### src/rtl/cla_nibble_sequencer.sv
// ---------------------------------------------------------------------------
// cla_nibble_sequencer
//
// Multi-cycle WIDTH-bit adder that time-shares one 4-bit carry-lookahead
// adder (hierarchical_CLA) between two requesters. The winner of a
// round-robin arbitration has its operands latched. They are then pushed
// through the CLA one nibble per cycle, LSB nibble first, and the full sum
// is returned on a valid/ready response port.
//
// Handshake semantics (all ports): a transfer happens on the rising clock
// edge where valid && ready are both high. Once raised, the producer holds
// valid and the payload stable until that edge. ready may depend
// combinationally on valid (reqN_ready does). rsp_ready is sampled only
// while rsp_valid is high.
//
// Optional feature macro: CLA_SEQ_SUB_EN adds req0_sub / req1_sub. When
// set, the operation becomes a - b: effective B = ~b, initial carry = 1,
// reqN_cin ignored, and rsp_cout = 1 means no borrow.
//
// Ports:
//   clk, rst                  clock, asynchronous active-high reset
//   req0_* / req1_*           request ports (valid, ready, a, b, cin[, sub])
//   rsp_valid, rsp_ready      response handshake
//   rsp_id                    requester that owns the result
//   rsp_sum, rsp_cout         sum and carry out of bit WIDTH-1
//   rsp_ovf                   signed overflow (based on the effective B)
//   dbg_state                 current FSM state (0 IDLE, 1 RUN, 2 DONE)
// ---------------------------------------------------------------------------

// 4-bit carry-lookahead adder. All carries are formed from the
// generate/propagate terms and Cin directly, so no carry ripples here.
module hierarchical_CLA (
  input  logic [3:0] A,
  input  logic [3:0] B,
  input  logic       Cin,
  output logic [3:0] S,
  output logic       Cout
);
  logic [3:0] g;
  logic [3:0] p;
  logic [4:0] c;

  always_comb begin
    g    = A & B;
    p    = A ^ B;
    c[0] = Cin;
    c[1] = g[0] | (p[0] & Cin);
    c[2] = g[1] | (p[1] & g[0]) | (p[1] & p[0] & Cin);
    c[3] = g[2] | (p[2] & g[1]) | (p[2] & p[1] & g[0])
         | (p[2] & p[1] & p[0] & Cin);
    c[4] = g[3] | (p[3] & g[2]) | (p[3] & p[2] & g[1])
         | (p[3] & p[2] & p[1] & g[0]) | (p[3] & p[2] & p[1] & p[0] & Cin);
    S    = p ^ c[3:0];
    Cout = c[4];
  end
endmodule

module cla_nibble_sequencer #(
  parameter int WIDTH = 16
) (
  input  logic             clk,
  input  logic             rst,
  input  logic             req0_valid,
  output logic             req0_ready,
  input  logic [WIDTH-1:0] req0_a,
  input  logic [WIDTH-1:0] req0_b,
  input  logic             req0_cin,
`ifdef CLA_SEQ_SUB_EN
  input  logic             req0_sub,
`endif
  input  logic             req1_valid,
  output logic             req1_ready,
  input  logic [WIDTH-1:0] req1_a,
  input  logic [WIDTH-1:0] req1_b,
  input  logic             req1_cin,
`ifdef CLA_SEQ_SUB_EN
  input  logic             req1_sub,
`endif
  output logic             rsp_valid,
  input  logic             rsp_ready,
  output logic             rsp_id,
  output logic [WIDTH-1:0] rsp_sum,
  output logic             rsp_cout,
  output logic             rsp_ovf,
  output logic [1:0]       dbg_state
);

  localparam int NIB = WIDTH / 4;
  localparam int CW  = (NIB > 1) ? $clog2(NIB) : 1;

  typedef enum logic [1:0] {
    IDLE = 2'd0,
    RUN  = 2'd1,
    DONE = 2'd2
  } state_t;

  state_t state;
  state_t state_nx;

  logic [WIDTH-1:0] a_q;
  logic [WIDTH-1:0] b_q;      // effective B (already inverted for subtract)
  logic [WIDTH-1:0] sum_q;
  logic             carry;
  logic [CW-1:0]    cnt;
  logic             id_q;
  logic             last_grant;

  logic             grant;
  logic             any_valid;
  logic             accept;
  logic             last_nib;
  logic [CW+1:0]    base;     // bit offset of the current nibble

  logic [WIDTH-1:0] sel_a;
  logic [WIDTH-1:0] sel_b_eff;
  logic             sel_cin_eff;

  logic [3:0]       cla_a;
  logic [3:0]       cla_b;
  logic [3:0]       cla_s;
  logic             cla_cout;
  logic [WIDTH-1:0] sum_fin;

  // Round-robin grant: a lone requester always wins; under contention the
  // requester that was not granted last time wins.
  always_comb begin
    any_valid = req0_valid | req1_valid;
    grant     = 1'b0;
    if (req0_valid && req1_valid) begin
      grant = ~last_grant;
    end else if (req1_valid) begin
      grant = 1'b1;
    end
    req0_ready = (state == IDLE) && any_valid && !grant;
    req1_ready = (state == IDLE) && any_valid &&  grant;
    accept     = (state == IDLE) && any_valid;
  end

  // Operand selection for the winning requester, including the subtract
  // transform so the datapath only ever performs additions.
  always_comb begin
    sel_a       = grant ? req1_a : req0_a;
    sel_b_eff   = grant ? req1_b : req0_b;
    sel_cin_eff = grant ? req1_cin : req0_cin;
`ifdef CLA_SEQ_SUB_EN
    if (grant ? req1_sub : req0_sub) begin
      sel_b_eff   = ~(grant ? req1_b : req0_b);
      sel_cin_eff = 1'b1;
    end
`endif
  end

  // Nibble slice feeding the shared CLA. Cin comes only from the carry
  // flop, so each cycle contains exactly one 4-bit lookahead stage.
  always_comb begin
    base     = {cnt, 2'b00};
    cla_a    = a_q[base +: 4];
    cla_b    = b_q[base +: 4];
    last_nib = (cnt == CW'(NIB - 1));
    sum_fin  = sum_q;
    sum_fin[base +: 4] = cla_s;
  end

  hierarchical_CLA u_cla (
    .A    (cla_a),
    .B    (cla_b),
    .Cin  (carry),
    .S    (cla_s),
    .Cout (cla_cout)
  );

  // Next-state logic.
  always_comb begin
    state_nx = state;
    case (state)
      IDLE:    if (accept) state_nx = RUN;
      RUN:     if (last_nib) state_nx = DONE;
      DONE:    if (rsp_ready) state_nx = IDLE;
      default: state_nx = IDLE;
    endcase
  end

  always_ff @(posedge clk or posedge rst) begin
    if (rst) begin
      state <= IDLE;
    end else begin
      state <= state_nx;
    end
  end

  // Datapath and response registers.
  always_ff @(posedge clk or posedge rst) begin
    if (rst) begin
      a_q        <= '0;
      b_q        <= '0;
      sum_q      <= '0;
      carry      <= 1'b0;
      cnt        <= '0;
      id_q       <= 1'b0;
      last_grant <= 1'b1;
      rsp_valid  <= 1'b0;
      rsp_sum    <= '0;
      rsp_cout   <= 1'b0;
      rsp_ovf    <= 1'b0;
      rsp_id     <= 1'b0;
    end else begin
      case (state)
        IDLE: begin
          if (accept) begin
            a_q        <= sel_a;
            b_q        <= sel_b_eff;
            carry      <= sel_cin_eff;
            cnt        <= '0;
            id_q       <= grant;
            last_grant <= grant;
            sum_q      <= '0;
          end
        end
        RUN: begin
          sum_q <= sum_fin;
          carry <= cla_cout;
          cnt   <= cnt + 1'b1;
          if (last_nib) begin
            // Response payload is captured once and held through DONE.
            rsp_valid <= 1'b1;
            rsp_sum   <= sum_fin;
            rsp_cout  <= cla_cout;
            rsp_ovf   <= (a_q[WIDTH-1] == b_q[WIDTH-1]) &&
                         (sum_fin[WIDTH-1] != a_q[WIDTH-1]);
            rsp_id    <= id_q;
          end
        end
        DONE: begin
          if (rsp_ready) begin
            rsp_valid <= 1'b0;
          end
        end
        default: begin
          rsp_valid <= 1'b0;
        end
      endcase
    end
  end

  assign dbg_state = state;

endmodule

### config.mk
export PLATFORM = sky130hd
export DESIGN_NAME = cla_nibble_sequencer
export DESIGN_NICKNAME = d
export VERILOG_FILES = /design/src/rtl/cla_nibble_sequencer.sv
export SDC_FILE = /design/constraint.sdc
export NUM_CORES = 1
export LEC_CHECK = 0
export BUFFER_PORTS_ARGS = -buffer_cell sky130_fd_sc_hd__buf_2
export CORE_MARGIN = 3
export CORE_UTILIZATION = 53
export DETAILED_ROUTE_END_ITERATION = 10
export PLACE_DENSITY = 0.8
export SLEW_MARGIN = 40
export SYNTH_ARGS = -nofsm -noshare
export SYNTH_HDL_FRONTEND = slang
export SYNTH_SLANG_ARGS = --single-unit
### constraint.sdc
create_clock -name clk -period 3.6 [get_ports clk]
set_clock_uncertainty 0.1 [all_clocks]
set_input_delay 0.18 -clock clk [delete_from_list [all_inputs] [get_ports clk]]
set_output_delay 0.18 -clock clk [all_outputs]
set_load 0.03 [all_outputs]
======== After elaboration in Yosys (flattened, before gate mapping) ========
Index checks and enable logic that the tools add are counted.
cells by class
  add/sub/neg operators ................... 2
  equality and inequality tests ........... 8
  shift operators ......................... 4
  mux-type cells .......................... 19
  bitwise logic cells ..................... 32
  reductions and logical operators ........ 13
operators by type and width
  kind                    number
  $mux 16                 3
  $pmux 16 s2             1
  $shiftx 16x5->4         2
  $and 1x1->1             16
  $bwmux 16               1
  $shift 4x6->16 const A  1
  $shiftx 4x6->16         1
  $or 1x1->1              11
  $mux 2                  4
  $xor 4x4->4             2
  $mux 1                  6
  $ne 2x2->1 const B      3
  $neg 4->6               1
  $pmux 2 s3              1
  $reduce_and 2->1        3
  $reduce_and 3->1        2
  $logic_and 1x1->1       5
  $and 4x4->4             1
  $eq 2x2->1 const B      2
  $pmux 2 s2              1
  $pmux 1 s3              1
  $add 2x1->2 const B     1
  $eq 2x1->1 const B      1
  $logic_not 2->1         1
  other kinds (6)         7
word-level totals
  flip-flop bits (word level) ............. 75
  input bits .............................. 71
  output and inout bits ................... 24

======== Depth between registers and ports, before layout ========
Gate-level depths: netlist of the first run.
  depth after elaboration ................. 11
  gate-level depth with buffers ........... 8
  depth with buffers taken out ............ 6

======== Hierarchy ========
From an unflattened synthesis of the first run, not the netlist that was laid out.
unflattened totals
  cells, all modules ...................... 332
  area, all modules ....................... 3871.2 um^2
by module, submodules not included
  module                instances  cells each  area an instance (um^2)  sequential area each (um^2)
  cla_nibble_sequencer  1          319         3738.6                   1878.1
  hierarchical_CLA      1          13          132.6                    0.0

======== Worst setup path after synthesis of the first run ========
Ideal clock, no wire load.
  path kind ............................... reg-to-reg
  from .................................... register cnt[1]
  to ...................................... register sum_q[10]
  arrival ................................. 2.345 ns
  data required time ...................... 3.379 ns
  slack ................................... 1.034 ns
  cell stages (with the launch flop) ...... 8
  buffers on the path ..................... 1
  clock period less this slack ............ 2.566 ns
  path through ............................ dfrtp_1 -> buf_2 -> mux4_2 -> ha_1 -> a21o_1 -> a211o_1 -> and3_4 -> a22o_1
on the way
  cells in the longest elaborated chain, start to end .. 10
  elaborated cells between the ends (all ways) .. 25
  classes of those cells .................. add/sub (1); shift (4); mux (2); bitwise (18)
ends and longest elaborated chain
  what                                               RTL line  RTL
  start: declaration                                 104       logic [CW-1:0] cnt;
  start signal: assignment                           222       cnt <= cnt + 1'b1;
  $shiftx 16x5->4 (on tied branches)                 157, 158
  $xor 4x4->4 / $and 4x4->4 (equally long branches)  45, 44
  $and 1x1->1 (on tied branches)                     49, 50
  $or 1x1->1 (tied with other cells)                 49        c[3] = g[2] | (p[2] & g[1]) | (p[2] & p[1] & g[0])
  $or 1x1->1 / $and 1x1->1 (equally long branches)   49, 50
  $or 1x1->1                                         50        | (p[2] & p[1] & p[0] & Cin);
  $xor 4x4->4                                        53        S = p ^ c[3:0];
  $shiftx 4x6->16                                    161       sum_fin[base +: 4] = cla_s;
  $bwmux 16 *                                        161
  $pmux 16 s2 *                                      207       case (state)
  end signal: assignment                             220       sum_q <= sum_fin;
  end: declaration                                   102       logic [WIDTH-1:0] sum_q;
Mark *: on every way between the ends. The rest lies on a longest branch, timed or not.
A chain may end at the register's enable or synchronous reset.

======== Worst setup path in the final report of the first run ========
  from .................................... register cnt[0]
  to ...................................... register sum_q[6]
Same word-level chain as after synthesis.

==> results of run 1 <==
-- sequential cells by signal, summed over array words and instances, names as in the netlist --
signal / flops
a_q: 16
b_q: 16
carry: 1
cnt: 2
dbg_state: 2
id_q: 1
last_grant: 1
rsp_cout: 1
rsp_id: 1
rsp_ovf: 1
rsp_sum: 16
rsp_valid: 1
sum_q: 16
-- power breakdown --
group / switching (mW) / leakage (nW) / internal (mW) / total, mW
sequential: 0.329 / 0.944 / 1.24 / 1.57
combinational: 1.74 / 1.45 / 1.28 / 3.02
clock: 0.299 / 0.0905 / 0.287 / 0.586
-- layout make-up --
class                           count  area (µm²)
Multi-Input combinational cell    249        1680
Inverter                           11        41.3
Clock buffer                       14         163
Tap cell                           93         116
Clock inverter                      2        10.0
Sequential cell                    75        1880
Fill cell                         377        1500
Timing Repair Buffer              166        1180
-- through the flow --
stage           util  hold WS [ns]
2_1_floorplan      -         0.185
3_5_place_dp   0.644        0.0416
3_3_place_gp   0.644        0.0405
5_1_grt        0.771         0.145
6_report       0.771         0.109
4_1_cts        0.771        0.0723
-- path summary, 6_finish.rpt --
kind                         endpoint  slack (ns)  depth (start not counted)
setup / recovery             sum_q[6]        0.60                          6
hold / removal                  carry        0.11                          3
setup reg to reg             sum_q[6]        0.60                          6
hold reg to reg                rsp_id        0.37                          2
max in group asynchronous  last_grant        2.43                          4
min in group asynchronous      b_q[1]        0.24                          3
-- per-layer routing --
metal  track usage  share of wire  vias to the layer above
met1         0.386           0.38                     1731
met2         0.511           0.49                      243
li1              -              -                     1605
met3        0.0876          0.087                       42
met4         0.138          0.038                        0
met5             0              0                        -
-- Yosys cell counts, drive strengths merged --
master,n
nand2,82
dfrtp,74
a22oi,34
nor2,25
buf,18
o21ai,16
a22o,12
inv,11
ha,10
a21oi,8
mux4,8
a221oi,6
nand4,5
a21o,4
a32oi,4
a32o,3
and3,3
a211oi,2
and2,2
and3b,2
clkbuf,2
nand2b,2
nand3,2
nor3,2
nor4b,2
or2,2
a211o,1
a21boi,1
a311oi,1
a31oi,1
and4b,1
dfstp,1
fa,1
mux2i,1
nand3b,1
nor2b,1
nor4bb,1
o221ai,1
o2bb2ai,1
xnor2,1
-- worst max-delay path, delay by kind of cell (launching register included) --
kind | cells | cell delay [ns]
muxes | 1 | 0.63
and+or+nand+nor | 1 | 0.23
adders and majority gates | 1 | 0.33
DFF | 1 | 0.81
AOI/OAI and AO/OA | 3 | 0.80
-- cells by family (layout without fill, tap and decap cells) --
kind of cell             count (synthesis)  after routing
adder cells (fa/ha/maj)                 11             11
AND/OR/NAND/NOR                        133            133
buffers and inverters                   31            193
XOR/XNOR                                 1              1
flip-flops                              75             75
multiplexers                             9              9
AO/OA/AOI/OAI                           95             95
-- timing repair --
action	4_1_cts	5_1_grt
hold buffers	66	0
resized for setup	0	0
hold endpoints to repair	46	0
endpoints found under the setup margin	0	0
==> run metrics, run 1 <==
HPWL Detailed=6.43 mm; crit start category=flip-flop; fin crit period=approximately 3 ns; Hold Crit Start=req0_cin; Yosys top cell area share=0.500; Mapped Nets=437; Pleak=2.48 nW; Synth Instances=between 300 and 400; CP Max Fanout=15; crit path DAT=3.14 ns; # DRC=0; MaxCap Viol Count=0; Critical Path RT=3.74 ns; drt total wl=roughly 12 mm; Critical-path top delay cell=dfrtp_1; min-delay worst type=input pin to flip-flop; CORE AREA=6570 µm²; Placed Area=4230 µm²; pwr dens=~1000 nW/µm²; post-synthesis cell area=about 3700 µm²; critical path endpoint category=flip-flop; Final period util=0.834; fmax=333 MHz; Seq/Total Area, Yosys=0.507; post-synthesis mux area share=0.0513; Distinct cells, synth=48; gr ovfl total=0; Synth Area in XOR/XNOR=0.00236; CTS clock-pin slew for the worst setup and hold paths=roughly 0.07 ns; post-synthesis compound-gate area fraction=0.189; main combinational cell family by area after synthesis=compound AO/OA/AOI/OAI gates; Slew @ Worst Pin=0.715 ns; final hold vios=0; die width=roughly 90 µm; CTS Root Cell=clkbuf_8; drt initial violations=roughly 350; CP Launch Point=cnt[0]; drt wl/cell=roughly 19 µm; P&R area growth vs syn=36.6%; Detail Route Antenna Nets=0; VDD IR-drop max=0.557 mV; Slew HR=0.523; Overall Global Routing Usage=0.312; layout cells sized above 1=0.257; via count=3621; commonest non-fill, non-tap cell in the layout=buf_2; WS Path Type=flip-flop to flip-flop; status=finished, final reports clean; worst skew pair latency=0.35 ns; Die H=89.6 µm; initial antenna violation count=0; Pre-Repair DR Iteration Count=7; Tot Pwr=just over 5 mW; Initial Util=0.564; Seq cells post-synth=75; routability cong.=slightly below 0.9; Setup Buffers After CTS=0; post-route setup slack=0.598 ns; H-Tree Level Count=3; Die Area=8030 µm²; YS warnings=0; worst r2r src=cnt[0]; dpl cells=between 500 and 600; n_diodes=0; most frequent cells in the layout=buf_2 (94), nand2_1 (81), dfrtp_1 (74), dlygate4sd3_1 (66), a22oi_1 (34); crit-path cells=mux4_2 -> ha_1 -> a21o_1 -> a211o_1 -> and3_4 -> a22o_1; Adder-Cell Fraction of Synth Area=0.0392; CTS Buf Count=9; row cnt=29; Mean Syn Cell Area=~10 µm²; final-stage net count=594; CTS tree=built; simple-gate area share of the yosys netlist=0.170; worst slack at placement=0.623 ns; largest net degree at the start of global routing=39; unrepaired setup endpoints after global routing=no; final instance area=5060 µm²; Final Max Tran Viols=0; Vias/cell=5.94; setup TNS=0 ns; TritonCTS Sinks=75; first-pass GRT wire length=around 18 mm; number of global-route vias before repair=3622; Setup violations, final=0; Finished Layout Cells=610; cell taking the most area after synthesis=dfrtp_1; Buffers on Ports=94; clk buf depth=2; crit-path max cell delay=0.81 ns; I/O pin total=95; main area contributors after synthesis=dfrtp_1 (50%), nand2_1 (8.2%), a22oi_1 (6.9%)
(Power assumes the default switching activity.)
==> run 2, diff against run 1 <==
clock period = 2.9 ns   (was 3.6 ns; I/O delays follow)
==> run 2 against run 1 <==
Sequential power increased by 22%. Fmax increased by 7.2%. Power increased by 31%. Clock power increased by 48%. Final area increased by 1.6%. Core utilization increased by 1.2 points. Via count increased by 1.1%. Non-clock buffer count increased by 4.
==> run metrics, run 2 (synthesis results as in run 1) <==
H-Tree Level Count=3 (unchanged); Final period util=0.965 (+0.132); first-pass GRT wire length=19.3 mm (+4.1%); Critical Path RT=3.05 ns (-0.69 ns); fin crit period=2.80 ns (-0.202 ns); VDD IR-drop max=0.706 mV (+27%); routability cong.=0.877 (+0.68%); TritonCTS Sinks=75 (unchanged); final-stage net count=598 (+0.67%); Tot Pwr=6.78 mW (+31%); fmax=357 MHz (+7.2%); worst slack at placement=0.192 ns (-0.430 ns); pwr dens=1320 nW/µm² (+29%); I/O pin total=95 (unchanged); worst skew pair latency=0.37 ns (+0.02 ns); worst reg2reg setup slack=0.10 ns (-0.50 ns); setup TNS=0 ns (unchanged); number of global-route vias before repair=3672 (+1.4%); Pleak=2.52 nW (+1.7%); Slew @ Worst Pin=0.675 ns (-0.0402 ns); Hold Crit Start=req1_valid; Detail Route Antenna Nets=0 (unchanged); crit start category=flip-flop; Min Hold Slack=0.0299 ns (-0.0792 ns); CTS tree=built; P&R area growth vs syn=38.8%; Buffers on Ports=94 (unchanged); WHS Endpoint=dbg_state[0]; unrepaired setup endpoints after global routing=no; CTS Buf Count=9 (unchanged); CTS Root Cell=clkbuf_8; die width=89.6 µm (unchanged); initial antenna violation count=0 (unchanged); Finished Layout Cells=614 (+0.66%); clk buf depth=2 (unchanged); reg-to-reg endpoint=sum_q[7]; largest net degree at the start of global routing=76 (+95%); CORE AREA=6570 µm² (unchanged); Pre-Repair DR Iteration Count=7 (unchanged); Die Area=8030 µm² (unchanged); Setup violations, final=0 (unchanged); Initial Util=0.564 (unchanged); final hold vios=0 (unchanged); CTS clock-pin slew for the worst setup and hold paths=0.08 ns (about the same); row cnt=29 (unchanged); dpl cells=532 (+0.76%); Die H=89.6 µm (unchanged); Hold Path Stages=3 (unchanged); n_diodes=0 (unchanged); commonest non-fill, non-tap cell in the layout=buf_2; MaxCap Viol Count=0 (unchanged); WS Path Type=flip-flop to flip-flop; Vias/cell=5.96 (+0.42%); worst r2r src=cnt[0]; drt wl/cell=20.0 µm (+4.5%); post-route setup slack=0.100 ns (-0.498 ns); layout cells sized above 1=0.271 (+0.0134); min-delay worst type=input pin to flip-flop; CP Max Fanout=8 (-7); most frequent cells in the layout=buf_2 (94), nand2_1 (81), dfrtp_1 (72), dlygate4sd3_1 (66), a22oi_1 (34); Slew HR=0.549 (+0.0259); Overall Global Routing Usage=0.326 (+0.0146); via count=3660 (+1.1%); critical path endpoint category=flip-flop; status=finished, final reports clean; HPWL Detailed=6.59 mm (+2.5%); gr ovfl total=0 (unchanged); drt total wl=12.3 mm (+5.2%); drt initial violations=280 (-20%); # DRC=0 (unchanged); Final Max Tran Viols=0 (unchanged); R2R depth=6 (unchanged); crit path DAT=2.95 ns (-0.19 ns)
-- run 2: cell count changes in the layout (fill, tap and decap cells not counted), sizes merged --
cell and change:
clkinv +2, clkbuf -4, buf +4, bufinv +2
-- run 2: worst max-delay path: stages (launching register included) --
cell	delay [ns]
dfrtp_2	0.50
mux4_2	0.56
ha_1	0.36
a211oi_1	0.41
o21ai_1	0.24
and3_1	0.27
a32o_1	0.25
-- run 2: stage by stage --
step                       util  cell area [µm²]
after floorplan               -             3710
final                     0.783             5140
after CTS                 0.783             5140
after global placement    0.651             4270
after global routing      0.783             5140
after detailed placement  0.651             4270
-- run 2: how the worst max path moves through the flow --
| stage | from | to | slack (ns) | cells after the start |
|---|---|---|---|---|
| final | cnt[0] | sum_q[7] | 0.10 | 6 |
| after detailed placement | cnt[0] | sum_q[10] | 0.19 | 6 |
| after CTS | cnt[0] | sum_q[7] | 0.12 | 6 |
| after floorplan | cnt[1] | sum_q[10] | 0.33 | 7 |
| after global routing | cnt[0] | sum_q[7] | 0.02 | 6 |
| after global placement | cnt[0] | sum_q[10] | 0.28 | 6 |
-- run 2: final cells by class --
| type | count | area (µm²) |
|---|---|---|
| timing repair buffer | 170 | 1220 |
| fill | 373 | 1420 |
| multi-input combinational | 249 | 1680 |
| inverter | 11 | 41.3 |
| clock inverter | 6 | 80.1 |
| tap | 93 | 116 |
| clock buffer | 10 | 128 |
| sequential | 75 | 1880 |
-- run 2: power breakdown --
part	internal, mW	switching, mW
combinational	1.69	2.30
clock	0.479	0.390
sequential	1.54	0.383
-- run 2: timing repair --
action	in CTS	in global routing
resized for setup	0	2
hold buffers	66	0
setup buffers	0	0
hold endpoints to repair	108	0
endpoints found under the setup margin	0	3
-- run 2: metal layers --
layer	GRT usage	vias to the layer above	share of wire
li1	-	1609	-
met3	0.0648	58	0.083
met1	0.411	1733	0.38
met5	0	-	0
met2	0.535	260	0.48
met4	0.166	0	0.050
